`config.mk`:
```
export PLATFORM = sky130hd
export DESIGN_NAME = pll_lock_supervisor_flat
export DESIGN_NICKNAME = d
export VERILOG_FILES = /design/src/rtl/pll_sup_pkg.sv /design/src/rtl/pll_lock_supervisor_if.sv /design/src/rtl/sync_2ff.sv /design/src/rtl/pll_lock_supervisor.sv /design/src/flat_wrapper.sv
export SDC_FILE = /design/constraint.sdc
export NUM_CORES = 1
export LEC_CHECK = 0
export BUFFER_PORTS_ARGS = -buffer_cell sky130_fd_sc_hd__buf_4
export CAP_MARGIN = 20
export CORE_AREA = 8 8 69 71
export DETAILED_ROUTE_END_ITERATION = 6
export DIE_AREA = 0 0 77 79
export PLACE_DENSITY = 0.79
export SLEW_MARGIN = 5
export SYNTH_ARGS = -nofsm -noshare
export SYNTH_HDL_FRONTEND = slang
export SYNTH_HIERARCHICAL = 1
export SYNTH_SLANG_ARGS = --single-unit
```
`constraint.sdc`:
```
create_clock -name refclk -period 2.32 [get_ports refclk]
set_clock_uncertainty 0.1 [all_clocks]
set_input_delay 0.464 -clock refclk [delete_from_list [all_inputs] [get_ports refclk]]
set_output_delay 0.464 -clock refclk [all_outputs]
set_load 0.01 [all_outputs]
```
`src/rtl/pll_sup_pkg.sv`:
```
// rtl/pll_sup_pkg.sv - shared state encoding and counter limits for the PLL lock supervisor
package pll_sup_pkg;

  typedef enum logic [2:0] {
    RESET_PLL = 3'd0,
    WAIT_LOCK = 3'd1,
    STABLE    = 3'd2,
    RUN       = 3'd3,
    FAIL      = 3'd4
  } pll_state_e;

  localparam logic [7:0] LOSS_CNT_MAX = 8'd255;

  function automatic logic [7:0] sat_inc8(input logic [7:0] v);
    return (v == LOSS_CNT_MAX) ? v : v + 8'd1;
  endfunction

endpackage

```
`src/rtl/pll_lock_supervisor_if.sv`:
```
// rtl/pll_lock_supervisor_if.sv - lock flag, relock request and supervisor status bundle
interface pll_lock_supervisor_if;
  logic       extlock;
  logic       force_relock;
  logic       pll_reset;
  logic       sys_rst;
  logic       locked;
  logic       fail;
  logic [3:0] retry_cnt;
  logic [7:0] lock_loss_cnt;

  modport master (
    output extlock, force_relock,
    input  pll_reset, sys_rst, locked, fail, retry_cnt, lock_loss_cnt
  );

  modport slave (
    input  extlock, force_relock,
    output pll_reset, sys_rst, locked, fail, retry_cnt, lock_loss_cnt
  );
endinterface

```
`src/rtl/sync_2ff.sv`:
```
// rtl/sync_2ff.sv - parameterised two-flop synchroniser, async active-high reset to zero
module sync_2ff #(
  parameter int WIDTH = 1
) (
  input  logic             clk,
  input  logic             rst,
  input  logic [WIDTH-1:0] d,
  output logic [WIDTH-1:0] q
);

  logic [WIDTH-1:0] meta;

  always_ff @(posedge clk or posedge rst) begin
    if (rst) begin
      meta <= '0;
      q    <= '0;
    end else begin
      meta <= d;
      q    <= meta;
    end
  end

endmodule

```
`src/rtl/pll_lock_supervisor.sv`:
```
// rtl/pll_lock_supervisor.sv - PLL reset sequencing, lock qualification, retry and relock control
module pll_lock_supervisor
  import pll_sup_pkg::*;
#(
  parameter int RST_PULSE_CYCLES    = 24,
  parameter int LOCK_TIMEOUT_CYCLES = 24000,
  parameter int STABLE_CYCLES       = 2400,
  parameter int MAX_RETRIES         = 8,
  parameter int CNT_W               = 16
) (
  input  logic                  refclk,
  input  logic                  reset,
  pll_lock_supervisor_if.slave  sup
);

  localparam logic [CNT_W-1:0] RST_LAST  = CNT_W'(RST_PULSE_CYCLES - 1);
  localparam logic [CNT_W-1:0] TO_LAST   = CNT_W'(LOCK_TIMEOUT_CYCLES - 1);
  localparam logic [CNT_W-1:0] STB_LAST  = CNT_W'(STABLE_CYCLES - 1);
  localparam logic [4:0]       RETRY_LIM = 5'(MAX_RETRIES);

  logic             lock_s;
  pll_state_e       state, state_d;
  logic [CNT_W-1:0] cnt, cnt_d;
  logic [3:0]       retry_cnt, retry_cnt_d;
  logic [7:0]       loss_cnt, loss_cnt_d;
  logic             attempt_fail;
  logic             pll_reset_q, pll_reset_d;
  logic             sys_rst_q, sys_rst_d;
  logic             locked_q, locked_d;
  logic             fail_q, fail_d;

  sync_2ff #(.WIDTH(1)) u_lock_sync (
    .clk (refclk),
    .rst (reset),
    .d   (sup.extlock),
    .q   (lock_s)
  );

  always_ff @(posedge refclk or posedge reset) begin
    if (reset) begin
      state       <= RESET_PLL;
      cnt         <= '0;
      retry_cnt   <= '0;
      loss_cnt    <= '0;
      pll_reset_q <= 1'b1;
      sys_rst_q   <= 1'b1;
      locked_q    <= 1'b0;
      fail_q      <= 1'b0;
    end else begin
      state       <= state_d;
      cnt         <= cnt_d;
      retry_cnt   <= retry_cnt_d;
      loss_cnt    <= loss_cnt_d;
      pll_reset_q <= pll_reset_d;
      sys_rst_q   <= sys_rst_d;
      locked_q    <= locked_d;
      fail_q      <= fail_d;
    end
  end

  // force_relock outranks timeout and lock drop, so a forced restart never costs a retry
  always_comb begin
    state_d      = state;
    cnt_d        = cnt;
    retry_cnt_d  = retry_cnt;
    loss_cnt_d   = loss_cnt;
    attempt_fail = 1'b0;
    unique case (state)
      RESET_PLL: begin
        if (sup.force_relock) begin
          cnt_d = '0;
        end else if (cnt == RST_LAST) begin
          cnt_d   = '0;
          state_d = WAIT_LOCK;
        end else begin
          cnt_d = cnt + 1'b1;
        end
      end
      WAIT_LOCK: begin
        if (sup.force_relock) begin
          cnt_d   = '0;
          state_d = RESET_PLL;
        end else if (lock_s) begin
          cnt_d   = '0;
          state_d = STABLE;
        end else if (cnt == TO_LAST) begin
          attempt_fail = 1'b1;
        end else begin
          cnt_d = cnt + 1'b1;
        end
      end
      STABLE: begin
        if (sup.force_relock) begin
          cnt_d   = '0;
          state_d = RESET_PLL;
        end else if (!lock_s) begin
          attempt_fail = 1'b1;
        end else if (cnt == STB_LAST) begin
          cnt_d       = '0;
          retry_cnt_d = '0;
          state_d     = RUN;
        end else begin
          cnt_d = cnt + 1'b1;
        end
      end
      RUN: begin
        if (!lock_s) begin
          loss_cnt_d = sat_inc8(loss_cnt);
        end
        if (!lock_s || sup.force_relock) begin
          cnt_d   = '0;
          state_d = RESET_PLL;
        end
      end
      FAIL: begin
        if (sup.force_relock) begin
          cnt_d       = '0;
          retry_cnt_d = '0;
          state_d     = RESET_PLL;
        end
      end
      default: begin
        cnt_d   = '0;
        state_d = RESET_PLL;
      end
    endcase

    if (attempt_fail) begin
      cnt_d = '0;
      if ({1'b0, retry_cnt} + 5'd1 == RETRY_LIM) begin
        retry_cnt_d = 4'(MAX_RETRIES);
        state_d     = FAIL;
      end else begin
        retry_cnt_d = retry_cnt + 4'd1;
        state_d     = RESET_PLL;
      end
    end
  end

  always_comb begin
    pll_reset_d = (state_d == RESET_PLL) || (state_d == FAIL);
    sys_rst_d   = (state_d != RUN);
    locked_d    = (state_d == RUN);
    fail_d      = (state_d == FAIL);
  end

  assign sup.pll_reset     = pll_reset_q;
  assign sup.sys_rst       = sys_rst_q;
  assign sup.locked        = locked_q;
  assign sup.fail          = fail_q;
  assign sup.retry_cnt     = retry_cnt;
  assign sup.lock_loss_cnt = loss_cnt;

endmodule
```
`src/flat_wrapper.sv`:
```
// flat-port wrapper written by rule: the top's interface ports become plain ports
module pll_lock_supervisor_flat import pll_sup_pkg::*;
#(
  parameter int RST_PULSE_CYCLES    = 24,
  parameter int LOCK_TIMEOUT_CYCLES = 24000,
  parameter int STABLE_CYCLES       = 2400,
  parameter int MAX_RETRIES         = 8,
  parameter int CNT_W               = 16
)
  (refclk, reset, sup_extlock, sup_force_relock, sup_pll_reset, sup_sys_rst, sup_locked, sup_fail, sup_retry_cnt, sup_lock_loss_cnt);
  pll_lock_supervisor_if sup_i ();
  input  logic refclk;
  input  logic reset;
  input wire logic [$bits(sup_i.extlock)-1:0] sup_extlock;
  input wire logic [$bits(sup_i.force_relock)-1:0] sup_force_relock;
  output wire logic [$bits(sup_i.pll_reset)-1:0] sup_pll_reset;
  output wire logic [$bits(sup_i.sys_rst)-1:0] sup_sys_rst;
  output wire logic [$bits(sup_i.locked)-1:0] sup_locked;
  output wire logic [$bits(sup_i.fail)-1:0] sup_fail;
  output wire logic [$bits(sup_i.retry_cnt)-1:0] sup_retry_cnt;
  output wire logic [$bits(sup_i.lock_loss_cnt)-1:0] sup_lock_loss_cnt;
  assign sup_i.extlock = sup_extlock;
  assign sup_i.force_relock = sup_force_relock;
  assign sup_pll_reset = sup_i.pll_reset;
  assign sup_sys_rst = sup_i.sys_rst;
  assign sup_locked = sup_i.locked;
  assign sup_fail = sup_i.fail;
  assign sup_retry_cnt = sup_i.retry_cnt;
  assign sup_lock_loss_cnt = sup_i.lock_loss_cnt;
  pll_lock_supervisor #(.RST_PULSE_CYCLES(RST_PULSE_CYCLES), .LOCK_TIMEOUT_CYCLES(LOCK_TIMEOUT_CYCLES), .STABLE_CYCLES(STABLE_CYCLES), .MAX_RETRIES(MAX_RETRIES), .CNT_W(CNT_W)) u_core (.refclk(refclk), .reset(reset), .sup(sup_i));
endmodule
```
-- Word level (Yosys, flattened, before mapping)
Cells that the tools add are included.
- word-level logic and storage cells: 81
- output and inout port bits: 16
- flip-flop bits (word level): 37
- bits of input ports: 4
- add/sub/neg operators: 4
- bitwise operators: 2
- eq/ne operators: 19
- reduce and logical (&&, ||, !) cells: 9
- mux-type cells: 37
- operators with widths (cell ; number):
    2-to-1 mux 16 bit ; 11
    case mux 16 bit (5 select lines) ; 1
    2-to-1 mux 3 bit ; 11
    2-to-1 mux 4 bit ; 6
    adder 16 x 1 -> 16 bit, second input constant ; 1
    == test 16 x 12 -> 1 bit, second input constant ; 1
    == test 16 x 15 -> 1 bit, second input constant ; 1
    == test 16 x 5 -> 1 bit, second input constant ; 1
    case mux 3 bit (5 select lines) ; 1
    inequality test 3 x 2 -> 1 bit, second input constant ; 4
    == test 3 x 2 -> 1 bit, second input constant ; 3
    adder 8 x 1 -> 8 bit, second input constant ; 1
    == test 8 bit, second input constant ; 1
    case mux 4 bit (2 select lines) ; 1
    == test 3 bit, second input constant ; 2
    logical NOT 3 bit ; 2
    inequality test 3 x 1 -> 1 bit, second input constant ; 2
    adder 4 x 1 -> 5 bit, second input constant ; 1
    == test 5 x 4 -> 1 bit, second input constant ; 1
    2-to-1 mux 1 bit ; 5
    inequality test 5 x 4 -> 1 bit, second input constant ; 1
    AND reduction 5 bit ; 1
    adder 4 x 1 -> 4 bit, second input constant ; 1
    inequality test 4 x 3 -> 1 bit, second input constant ; 1
    other kinds (8) ; 10

-- Longest topological paths before layout
Gate-level depths: netlist of run 1.
- depth after elaboration: 8
- depth in mapped cells: 8
- mapped depth without buffers: 6

-- Hierarchy
Netlist of run 1, hierarchy kept.
- by module, submodules not included (module ; seq. area each (um^2) ; instances ; cells each ; area each (um^2)):
    pll_lock_supervisor ; 878.3 ; 1 ; 189 ; 1991.9
    sync_2ff ; 50.0 ; 1 ; 3 ; 53.8

-- Worst setup path before layout of run 1
OpenSTA, ideal clock, no wires.
- kind: input to register
- from: input port sup_force_relock
- to: register u_core.cnt[2]
- data required time: 2.099 ns
- setup time: 0.121 ns
- stages: 7
- setup slack: 0.347 ns
- arrival: 1.752 ns
- cell sequence: clkbuf_1 nor4bb_1 nand4_1 o21ai_2 buf_4 o41ai_1 a22o_2
- cells in the longest elaborated chain, start to end: 4
- elaborated cells on any way between the ends: 14
- classes of those cells: eq/ne: 4; mux: 8; reduce/logical: 2
- RTL lines (what ; RTL line ; text):
    start: declaration ; flat_wrapper.sv:15 ; input wire logic [$bits(sup_i.force_relock)-1:0] sup_force_relock;
    2-to-1 mux 1 bit, on equally long branches ; pll_lock_supervisor.sv:93, pll_lock_supervisor.sv:80 ;
    case mux 1 bit (2 select lines) ; pll_lock_supervisor.sv:68 ; unique case (state)
    inequality test 5 x 4 -> 1 bit (no line) (tied with other cells) ; -- ;
    AND reduction 4 bit (no line) ; -- ;
    end signal: assignment ; pll_lock_supervisor.sv:51 ; cnt <= cnt_d;
    end: declaration ; pll_lock_supervisor.sv:23 ; logic [CNT_W-1:0] cnt, cnt_d;
Several ways; a longest one is shown, not always the timed one.
A chain may end at the register's enable or synchronous reset.

-- Final worst setup path of run 1
- from: register u_core.cnt[7]
- to: register u_core.cnt[0]
- cells in the longest elaborated chain, start to end: 7
- elaborated cells on any way between the ends: 19
- classes of those cells: eq/ne: 7; mux: 11; reduce/logical: 1
- RTL lines (what ; RTL line ; text):
    == test 16 x 15 -> 1 bit ; pll_lock_supervisor.sv:86 ; end else if (cnt == TO_LAST) begin
    2-to-1 mux 1 bit ; pll_lock_supervisor.sv:86 ;
    2-to-1 mux 1 bit ; pll_lock_supervisor.sv:83 ; end else if (lock_s) begin
    2-to-1 mux 1 bit ; pll_lock_supervisor.sv:80 ; if (sup.force_relock) begin
    case mux 1 bit (2 select lines) ; pll_lock_supervisor.sv:68 ;
    inequality test 5 x 4 -> 1 bit (no line) (tied with other cells) ; -- ;
    AND reduction 4 bit (no line) ; -- ;
Several ways; a longest one is shown, not always the timed one. The select of a mux whose other input is x is not followed.

==> results of run 1 <==
## registers in the layout (all words and copies together) (netlist names), 3 cells and up
register	count
u_core/cnt	16
u_core/state	3
u_core/sup.lock_loss_cnt	8
u_core/sup.retry_cnt	4
## stage by stage
step	total power, W	instances	hold WS (ns)	setup slack [ns]	instance area, sq um
after CTS	0.00132	269	0.172	0.0552	2410
final	0.00131	274	0.174	0.0757	2470
after global routing	0.00136	274	0.167	-0.0247	2470
after global placement	0.000732	260	0.233	0.146	2280
after detailed placement	0.000734	260	0.238	0.0992	2280
after floorplan	0.000714	192	0.105	0.347	2050
## placed cells by master, fill, tap and decap left out, types with 3 or more instances in the layout
cell / synthesis / final
dfrtp_1: 35 / 34
buf_4: 2 / 32
xor2_1: 14 / 14
nand2_1: 11 / 11
o21a_1: 11 / 11
nor2_1: 11 / 11
nor4_1: 8 / 8
inv_1: 8 / 8
clkbuf_8: 0 / 6
nand4_1: 6 / 6
nand3_1: 6 / 6
o41ai_1: 5 / 5
nor4b_1: 4 / 4
nand2b_1: 4 / 4
xnor2_1: 4 / 4
and3_1: 3 / 3
nor3_1: 3 / 3
o21ai_0: 3 / 3
a31oi_1: 3 / 3
mux2_2: 3 / 3
a22o_2: 3 / 3
## worst min path at each step
| stage | to | slack, ns | depth (start not counted) |
|---|---|---|---|
| 6_report | u_core/u_lock_sync/meta | 0.17 | 1 |
| 5_1_grt | u_core/u_lock_sync/meta | 0.17 | 1 |
| 4_1_cts | u_core/u_lock_sync/meta | 0.17 | 1 |
| 3_5_place_dp | u_core/u_lock_sync/meta | 0.24 | 2 |
| 3_3_place_gp | u_core/u_lock_sync/meta | 0.23 | 2 |
| 2_1_floorplan | u_core/u_lock_sync/meta | 0.11 | 1 |
## cell families after synthesis
| family | after synthesis | share of synthesized area |
|---|---|---|
| flops | 37 | 0.454 |
| buf+inv | 19 | 0.0446 |
| simple gates | 74 | 0.239 |
| xor+xnor | 18 | 0.0771 |
| compound gates | 38 | 0.151 |
| fa+ha+maj | 3 | 0.0184 |
| mux | 3 | 0.0165 |
## layout make-up
cell class              count  share of cell area
clock buffers               6              0.0334
clock inverters             2              0.0152
inverters                   8              0.0121
multi-input cells         136               0.421
flip-flops and latches     37               0.376
well taps                  50              0.0253
repair buffers             35               0.117
## timing repair
action | in CTS | in global routing
endpoints found under the setup margin | 0 | 5
hold buffers | 1 | 0
gates resized for setup | 0 | 3
setup buffers | 0 | 5
hold endpoints to repair | 2 | 0
## metal layers
metal	GRT usage	share of wire	up-vias
li1	-	-	776
met1	0.191	0.46	780
met2	0.239	0.48	44
met3	0.0372	0.038	14
met4	0.0849	0.028	0
met5	0	0	-
## power by group through the flow
| stage | clock network (W) | logic [W] | registers, W |
|---|---|---|---|
| final | 0.000580 | 0.0000709 | 0.000663 |
| after global routing | 0.000617 | 0.0000791 | 0.000664 |
| after CTS | 0.000594 | 0.0000603 | 0.000663 |
| after detailed placement | 0 | 0.0000584 | 0.000676 |
| after global placement | 0 | 0.0000570 | 0.000675 |
| after floorplan | 0 | 0.0000395 | 0.000674 |
## Yosys cell counts, drive strengths merged
cell     instances  area [sq um]
dfrtp           35           876
xor2            14           123
nand2           11          41.3
nor2            11          41.3
o21a            11          82.6
nor4             9          71.3
inv              8          30.0
buf              7          46.3
nand3            7          40.0
nand4            7          50.1
a22o             5          47.6
nor4b            5          58.8
o41ai            5          43.8
and3             4          26.3
clkbuf           4          15.0
nand2b           4          25.0
nor3             4          31.3
o21ai            4          23.8
xnor2            4          35.0
a21oi            3          26.3
a31oi            3          18.8
ha               3          37.5
mux2             3          33.8
a41oi            2          17.5
and4             2          18.8
dfstp            2          52.6
nor2b            2          12.5
nor4bb           2          20.0
a221oi           1          15.0
and4b            1          10.0
nand4b           1          8.76
nand4bb          1          11.3
o22a             1          8.76
o22ai            1          6.26
o2bb2ai          1          8.76
o32a             1          10.0
or2              1          6.26
or3              1          6.26
or3b             1          8.76
## worst reg2reg max path: cells and delay by family (launching register included)
| family | cells | cell delay (ns) |
|---|---|---|
| flops | 1 | 0.48 |
| compound gates | 1 | 0.42 |
| buf+inv | 1 | 0.16 |
| mux | 1 | 0.27 |
| simple gates | 3 | 0.71 |
==> results.md, run 1 <==
* Yosys warns at 6
* Netlist cell types at between 50 and 60
* Combinational Power Share at 0.054
* Setup_tns at 0 ns
* Final Util at 0.651
* WP data required at 2.40 ns
* Avg Cell Area, Syn at 10.7 sq um
* Routed WL per cell at approximately 17 microns
* Iteration-0 DRC Markers at 103
* Total track usage at 0.153
* WP buf/inv at 1
* CP Launch Type: register
* Mapped Area at 2050 sq um
* Final-stage net count at 230
* Final min period at 2.24 ns
* FMAX at 446 MHz
* Layout cells sized above 1 at 0.277
* CP Depth at 6
* First-pass GRT wire length at 7510 microns
* Clock Power Share at 0.441
* Critical Path End: u_core/cnt[0]
* Std-Cell Rows at 23
* Reg area at between 900 and 1000 sq um
* Footprint of the multi-input gates at 1040 sq um
* Vias in the first global route at around 1,600
* # DRC at 0
* CP top delay family: simple AND/OR/NAND/NOR gates
* Post-route ant nets at 0
* CTS H-tree lvls at 2
* Starting Density at 0.539
* CTS Buf Count at 5
* Die area at ~6100 sq um
* Die Span X at 77 microns
* Seq pwr share at 0.505
* Final Max Tran Viols at 0
* Worst-margin pin slew at 0.577 ns
* FF-to-FF End: u_core/cnt[0]
* Outcome: finished, final reports clean
* Core area at 3800 sq um
* CP cell instances: nor4_4 -> nand4_1 -> a221oi_4 -> nor3_4 -> buf_12 -> mux2_2
* Switch share at 0.212
* Number of top-level pins at 20
* Pint at 0.00104 W
* Ant diodes at 0
* Bufs on Longest Clock Path at 2
* Total of max-cap violations at 0
* Max incr delay on CP at 0.48 ns
* Vias/cell at 5.89
* Area growth from synthesis to layout at 20.9%
* HPWL Detailed at 2940 microns
* Reg2reg setup slack at about 0.076 ns
* Final setup violation count at 0
* Seq/Total Area, Yosys at 0.454
* Syn Nets at just under 200
* Launch point of the critical path: u_core/cnt[7]
* Grt total ovfl at 0
* Cell area power density at about 530 nW/um^2
* Pre-antenna DRT Iters at 4
* Largest net degree at the start of global routing at 36
* Clock sinks at 37
* Leak at 1.17 nW
* Clock Latency Late Sink at 0.29 ns
* Placer Congestion at 0.837
* Worst R2R Start: u_core/cnt[7]
* Final Hold Fails at 0
* Filler instances at 291
* Antenna violations before repair at 0
* Worst rel slew slack at 0.611
* CP max stage cell: dfrtp_2
* Kind of critical path: register to register
* Reg2Reg Depth at 6
* Port Buffers at 19
* Hold path start: sup_extlock
* Critical Path AT at 2.32 ns
* Final worst-path cycle share at 0.967
* Routed WL at roughly 4600 microns
* Die Span Y at 79 microns
* CTS Root Buffer Type: clkbuf_8
* P_sw at 0.000278 W
* Mapped Cells at 192
* Critical path endpoint category: register
* IR drop worst, VDD at roughly 0.41 mV
* Vias at 1,614
* Hold WC Path Type: input port to register
* Clock-pin slew on the worst setup and hold paths at around 0.080 ns
* Flops & latches, synth at 37
* CTS tree: yes
* Crit-path max FO at 16
No activity file was read; power rests on OpenSTA's default activity.
==> inputs of run 2 (changes only) <==
--- a/config.mk
+++ b/config.mk
@@ -10,7 +10,7 @@
 export CORE_AREA = 8 8 69 71
 export DETAILED_ROUTE_END_ITERATION = 6
 export DIE_AREA = 0 0 77 79
-export PLACE_DENSITY = 0.79
+export PLACE_DENSITY_LB_ADDON = 0.15
 export SLEW_MARGIN = 5
 export SYNTH_ARGS = -nofsm -noshare
 export SYNTH_HDL_FRONTEND = slang
==> results.md, run 2 (synthesis gave the netlist of run 1 again) <==
* Vias in the first global route at 1,567
* RSZ-0062 raised after global routing: no
* Critical path endpoint category: register
* Final Util at 0.629
* Outcome: finished, final reports clean
* Worst R2R Start: u_core/cnt[1]
* Combinational Power Share at 0.051
* Hold_buf cts at 1
* Kind of critical path: register to register
* Met1 usage at 0.173
* Layout cells sized above 1 at 0.250
* Setup Slack @ Placement at 0.174 ns
* Final setup violation count at 0
* Port Buffers at 19
* Clock sinks at 37
* Met3 Track Usage GR at 0.0372
* CTS tree: yes
* Clock Latency Late Sink at 0.28 ns
* Vias at 1,575
* Worst-margin pin slew at about 0.61 ns
* Hold path start: sup_extlock
* Leak at 1.14 nW
* Post-route cell area at approximately 2400 sq um
* Final Hold Fails at 0
* Post_cts resized at 0
* Die Span X at 77 microns
* Clock Power Share at 0.378
* Pre-antenna DRT Iters at 4
* Final worst-path cycle share at 0.950
* Clock-pin slew on the worst setup and hold paths at 0.07 ns
* Crit-path max FO at 16
* Final-stage net count at 227
* Reg2Reg Depth at 7
* Setup ws final at ~0.12 ns
* Global route hottest layer: met2
* Number of top-level pins at 20
* Max reg flops at 16
* P_sw at 0.000250 W
* Top reg by flops: u_core/cnt
* Die area at 6080 sq um
* Final Max Tran Viols at 0
* M2 GR Usage at 0.243
* Hold path depth at 1
* CTS Root Buffer Type: clkbuf_8
* Worst Hold Path EP: u_core/u_lock_sync/meta
* Final min period at 2.20 ns
* CP Launch Type: register
* Core area at 3800 sq um
* CP max stage cell: dfrtp_1
* Routed WL at between 4000 and 5000 microns
* Seq pwr share at 0.571
* Post-route ant nets at 0
* Die Span Y at 79 microns
* Grt total ovfl at 0
* Setup_tns at 0 ns
* CP cell instances: ha_1 -> nor4bb_1 -> nand4_1 -> a221oi_2 -> nor3_4 -> buf_4 -> mux2_2
* Largest net degree at the start of global routing at 36
* Routed WL per cell at between 15 and 20 microns
* CTS H-tree lvls at 2
* Antenna violations before repair at 0
* IR drop worst, VDD at roughly 0.36 mV
* Starting Density at 0.539
* First-pass GRT wire length at 7230 microns
* Std-Cell Rows at 23
* Critical Path AT at approximately 2.3 ns
* Worst rel slew slack at 0.591
* WP data required at between 2 and 2.5 ns
* FF-to-FF End: u_core/cnt[0]
* Post-CTS setup repair buffer count at 0
* Total of max-cap violations at 0
* Most frequent cells in the layout: 35 x dfrtp_1, 30 x buf_4, 14 x xor2_1
* Hold WC Path Type: input port to register
* Area growth from synthesis to layout at 16.8%
* Bufs on Longest Clock Path at 2
* Placer Congestion at 0.807
* FMAX at 454 MHz
* Reg2reg setup slack at approximately 0.12 ns
* Cell area power density at 488 nW/um^2
* CTS Buf Count at 5
* Pint at 0.000915 W
* Max incr delay on CP at approximately 0.38 ns
* Vias/cell at 5.83
* Ant diodes at 0
* Switch share at 0.215
* Total track usage at 0.144
* Most common library cell in the layout ignoring fill and taps: dfrtp_1
* Power Total at ~0.0012 W
* Iteration-0 DRC Markers at 103
* HPWL Detailed at roughly 3000 microns
* Dpl cell area at 2290 sq um
* # DRC at 0
run 2: changes by cell type in the layout (fill, tap and decap cells not counted), sizes merged:
cell      delta
bufinv       -1
clkbuf       +1
clkinvlp     -1
buf          -3
run 2: critical path: cells and delay by family, from the launching register on:
kind            cells  cell delay (ns)
buf+inv             1             0.20
simple gates        3             0.54
compound gates      1             0.38
flops               1             0.38
fa+ha+maj           1             0.23
mux                 1             0.27
run 2: metal layers:
layer | vias to the layer above | share of wire
met4 | 0 | 0.015
met5 | - | 0
li1 | 763 | -
met3 | 6 | 0.041
met2 | 48 | 0.49
met1 | 758 | 0.45
run 2: final cells by class:
type,instances,area [sq um]
fill,334,1410
multi-input combinational,136,1030
sequential,37,928
timing repair buffer,32,255
clock buffer,7,86.3
tap,50,62.6
inverter,8,30.0
run 2: stage by stage:
stage	hold slack (ns)	instances
global route	0.178	270
detailed placement	0.236	262
floorplan	0.105	192
finish	0.193	270
global placement	0.229	262
CTS	0.180	270
run 2: power groups by stage:
| stage | clock [W] | sequential (W) | combinational (W) |
|---|---|---|---|
| after floorplan | 0 | 0.000674 | 0.0000395 |
| after global placement | 0 | 0.000676 | 0.0000567 |
| after detailed placement | 0 | 0.000677 | 0.0000583 |
| after CTS | 0.000461 | 0.000665 | 0.0000605 |
| after global routing | 0.000480 | 0.000666 | 0.0000668 |
| final | 0.000440 | 0.000665 | 0.0000592 |
run 2: worst max-delay path by stage:
stage / start / end / slack [ns]
final: u_core/cnt[1] / u_core/cnt[0] / 0.12
after global routing: u_core/cnt[1] / u_core/cnt[0] / 0.01
after CTS: u_core/cnt[0] / u_core/cnt[0] / 0.14
after detailed placement: u_core/cnt[0] / u_core/cnt[0] / 0.17
after global placement: u_core/cnt[0] / u_core/cnt[0] / 0.27
after floorplan: sup_force_relock / u_core/cnt[2] / 0.35
